`config.mk`:
```
export PLATFORM = sky130hd
export DESIGN_NAME = modport_acc
export DESIGN_NICKNAME = d
export VERILOG_FILES = /design/src/rtl/modport_acc.sv
export SDC_FILE = /design/constraint.sdc
export NUM_CORES = 1
export LEC_CHECK = 0
export ABC_AREA = 1
export CORE_ASPECT_RATIO = 0.7
export CORE_UTILIZATION = 30
export CTS_BUF_LIST = sky130_fd_sc_hd__clkbuf_16
export DETAILED_ROUTE_END_ITERATION = 6
export PLACE_DENSITY = 0.56
export REMOVE_ABC_BUFFERS = 1
export SYNTH_ARGS = -nofsm -noshare
export SYNTH_HDL_FRONTEND = slang
export SYNTH_SLANG_ARGS = --single-unit
```
`constraint.sdc`:
```
create_clock -name clk -period 3.6 [get_ports clk]
set_clock_uncertainty 0.1 [all_clocks]
set_input_delay 0.72 -clock clk [delete_from_list [all_inputs] [get_ports clk]]
set_output_delay 0.72 -clock clk [all_outputs]
set_load 0.01 [all_outputs]
```
`src/rtl/modport_acc.sv`:
```
// modport_acc -- WIDTH-bit wrapping accumulator.
//
// Adds the unsigned addend `in` into an internal register on every rising
// clock edge where ceAcu is high. The sum wraps modulo 2^WIDTH and has no
// carry or saturation. The output is the register itself, so `in` and `ceAcu`
// have no combinational path to `out`.
//
// Ports
//   clk    : single clock; all state updates on the rising edge
//   rst    : asynchronous reset, active-low; clears the accumulator at once
//   in     : WIDTH-bit unsigned addend, sampled on the rising clk edge
//   ceAcu  : accumulate enable, active-high
//   out    : current accumulator value (registered)
module modport_acc #(
   parameter int unsigned WIDTH = 8
) (
   input  logic             clk,
   input  logic             rst,
   input  logic [WIDTH-1:0] in,
   input  logic             ceAcu,
   output logic [WIDTH-1:0] out
);

   logic [WIDTH-1:0] acc;

   // `in` is only read when ceAcu is high. An undriven addend therefore
   // cannot reach the register while the accumulator is holding.
   always_ff @(posedge clk or negedge rst) begin
      if (!rst) begin
         acc <= '0;
      end else if (ceAcu) begin
         acc <= acc + in;
      end
   end

   assign out = acc;

endmodule

```
[After elaboration in Yosys (flattened, before gate mapping)]
Cells that the tools add are included.
Storage, ports and cells
  input bits: 11
  register bits: 8
  output and inout port bits: 8
  logic and storage cells: 2
Operators by class
  add/sub/neg operators: 1
Operator list (number)
  8-bit adder: 1

[Longest topological paths before layout]
  word-level depth: 1
  mapped depth: 11
  mapped depth without buffers: 11

[Worst setup path before layout]
OpenSTA, ideal clock, no wires.
  kind: input -> register
  from: input port in[0]
  to: register acc[6] (netlist: out[6])
  path buffers: 0
  data required time: 3383 ps
  stages on the path: 11
  library setup time: 117 ps
  setup slack: 1664 ps
  arrival: 1719 ps
  path through: ha_1 -> inv_1 -> fa_1 -> inv_1 -> nand2_1 -> nand2_1 -> nand3b_1 -> nand2_1 -> nand2_1 -> nand3_1 -> nand2_1
Between the ends
  word-level cells in the longest chain between the ends: 1
RTL lines
  start: declaration: line 19  | input logic [WIDTH-1:0] in,
  8-bit adder: line 32  | acc <= acc + in;
  end signal: assignment: line 32
  end: declaration: line 24  | logic [WIDTH-1:0] acc;
Every way passes these cells.
A chain may end at the register's enable or synchronous reset.

[Worst setup path in the final report]
Same ends and word-level chain as after synthesis.

==> results.tsv <==
stage	metric	value	unit
drt	vias	588	
yosys	syn_avg_cell_area	7.10	um2
global_route	grtUsageTotal	14.0	%
flow_run	cap_violations	0	
clock_tree	clk_path_buf_depth	2	
yosys	ys_ff_latch	8	
die	num_io_pins	19	
global_route	grt_overflow	0	
die	num_rows	13	
pwr	p_per_area	828	nW/um2
setup_path	start_kind	input port	
status	run_status	finished, violations left	
die	die_w	56.9	um
pwr	finalPower	751	uW
die	coreArea	1920	um2
drt	top_layer	met3	
yosys	synth_cells	89	
timing	setup_violations	0	
timing	timing.fmax	441	MHz
cells_and_area	syn2layout_area_growth	43.6	%
pwr	leakagePower	0.000466	uW
drt	drtPass1Iterations	6	
clock_tree	cts.sinks	8	
min_path	min_path_type	flop to flop	
setup_path	path_class	input port to flop	
setup_path	cp_num_cells	12	
clock_tree	tritoncts	done	
yosys	synth_top_cell_area_share	31.7	%
clock_tree	numCtsBuffers	3	
pwr	max-vdd-ir-drop	388	uV
yosys	synthMuxAreaShare	0	%
setup_path	required	3620	ps
die	die-area	2300	um2
timing	drv_slew	0	
die	die_h	40.4	um
yosys	seq_area_frac_synth	31.7	%
setup_path	crit_chain	clkdlybuf4s50_1, ha_1, inv_1, fa_1, inv_1, nand2_1, nand2_1, nand3b_1, nand2_1, nand2_1, nand3_1, nand2_1	
drt	wirelength	1320	um
die	start_util	32.9	%
pwr	power_frac_comb	53.1	%
timing	period_share	63.0	%
cells_and_area	nNetsFinal	130	
clock_tree	cts-root-buf	clkbuf_16	
yosys	syn_area	632	um2
drt	ant_nets	0	
clock_tree	post-cts-setup-buffers	0	
timing	worst_slew_pin_slew	378	ps
yosys	synth_compound_area_share	5.54	%
timing	finalSetupTns	0	ps
setup_path	end_kind	flop	
cells_and_area	drive_above_1_share	5.50	%
cells_and_area	final_util	47.3	%
setup_path	r2r_end	out[6]$_DFFE_PN0P_	
timing	period_minus_slack	2270	ps
yosys	ys_warn_count	0	
drt	drt-initial-drc-count	20	
pwr	p_int	477	uW
setup_path	crit_path_start	in[0]	
pwr	power.switching	274	uW
clock_tree	ctsHoldBuffers	0	
drt	met3_length	98	um
status	violations	design-rule violations	
yosys	synth_area_leaders	dfrtp_1, nand2_1, ha_1	
cells_and_area	ff_latch_area	200	um2
yosys	synth_simple_gate_area_share	36.0	%
yosys	yosysTopAreaCell	dfrtp_1	
global_route	grt_pass1_vias	493	
setup_path	critPathSlowestCell	clkdlybuf4s50_1	
drt	vias_per_cell	4.49	
global_route	grt_pass1_wl	2190	um
setup_path	endpoint	out[6]$_DFFE_PN0P_	
timing	relSlewSlack	74.7	%
cells_and_area	largest_register_ffs	8	
setup_path	max_stage_delay	460	ps
cells_and_area	final_cell_mix	nand2_1, clkdlybuf4s50_1, inv_1	
placed_design	place_congestion	0.773	
setup_path	critPathMaxFanout	2	
yosys	synth_top_family_by_area	simple AND/OR/NAND/NOR gates	
global_route	grt_antenna_before_repair	0	
setup_path	reg2regPathDepth	11	
global_route	grt_max_degree	10	
yosys	synth-xor-area-share	1.39	%
pwr	power_frac_clock	24.5	%
drt	drc_errors	3	
setup_path	r2r-start	out[0]$_DFFE_PN0P_	
pwr	seqPwrFrac	22.4	%
drt	wl_met2	516	um
cells_and_area	fill_cells	199	
cells_and_area	multi_input_area	379	um2
setup_path	cp_num_buf_inv	3	
setup_path	worstPathArrival	2280	ps
drt	avgRoutedWirePerCell	10.1	um
placed_design	dpl.hpwl	1040	um
setup_path	rrSetupSlack	1920	ps
clock_tree	cts_resized	0	
clock_tree	clk_latency	230	ps
placed_design	portBuffers	18	
yosys	yosys.area_share.adder	17.0	%
yosys	ys_types	18	
clock_tree	cts.clk_slew.worst_paths	40	ps
clock_tree	cts-htree-levels	1	
cells_and_area	insertedDiodeCount	0	
drt	drt-met1-wl	708	um
timing	rsz0062_at_grt	no	
setup_path	path_common_cell	nand2_1	
setup_path	cp_top_family	buffers and inverters	
pwr	sw_frac_of_total	36.5	%
timing	finalHoldViolCount	0	
cells_and_area	layout_commonest_cell	nand2_1	
==> stage by stage <==
stage          cell area [um2]  hold WS, ps  std cells  setup WS [ps]
6_report                   907          400        131           1330
5_1_grt                    907          423        131           1170
4_1_cts                    907          403        131           1310
3_5_place_dp               832          391        128           1070
3_3_place_gp               832          388        128           1110
2_1_floorplan              624          324         88           1660
==> power groups by stage <==
stage | clock network [uW] | registers [uW] | logic (uW)
after global placement | 0 | 168 | 397
after global routing | 195 | 177 | 452
after floorplan | 0 | 185 | 241
after detailed placement | 0 | 169 | 400
final | 184 | 168 | 399
after CTS | 187 | 169 | 403
==> cell type report <==
type | instances | share of cell area [%]
multi-input cells | 68 | 41.8
flip-flops and latches | 8 | 22.1
repair buffers | 18 | 19.9
clock buffers | 3 | 8.28
inverters | 12 | 4.97
well taps | 22 | 3.03
==> cell families (layout without fill, tap and decap cells) <==
kind of cell               Yosys count  after routing
AOI/OAI and AO/OA                    7              7
xor gates and xnor gates             1              1
adders and majority gates            8              8
buffers and inverters               13             33
DFF                                  8              8
and+or+nand+nor                     52             52
==> Yosys cell counts (all sizes together) <==
master	count
a21oi	3
buf	1
dfrtp	8
nand3b	2
fa	1
clkinv	1
or2	2
nor2	5
and2	1
nand2	34
ha	7
o21ai	4
inv	11
xnor2	1
nand3	8
==> worst min-delay path by stage <==
stage / startpoint / to / depth (start not counted)
final: out[0]$_DFFE_PN0P_ / out[0]$_DFFE_PN0P_ / 2
after global routing: out[5]$_DFFE_PN0P_ / out[5]$_DFFE_PN0P_ / 2
after CTS: out[0]$_DFFE_PN0P_ / out[0]$_DFFE_PN0P_ / 2
after detailed placement: out[0]$_DFFE_PN0P_ / out[0]$_DFFE_PN0P_ / 2
after global placement: out[0]$_DFFE_PN0P_ / out[0]$_DFFE_PN0P_ / 2
after floorplan: rst / out[0]$_DFFE_PN0P_ / 0
==> worst reg2reg max path, delay by kind of cell (launching register included) <==
kind,cells,cell delay [ps]
adders and majority gates,2,520
DFF,1,360
buffers and inverters,2,130
and+or+nand+nor,7,450
==> layer usage <==
layer | up-vias | track usage (%)
li1 | 321 | -
met1 | 252 | 18.4
met2 | 15 | 19.9
met3 | 0 | 7.42
met4 | 0 | 3.66
met5 | - | 0
(Power assumes the default switching activity.)
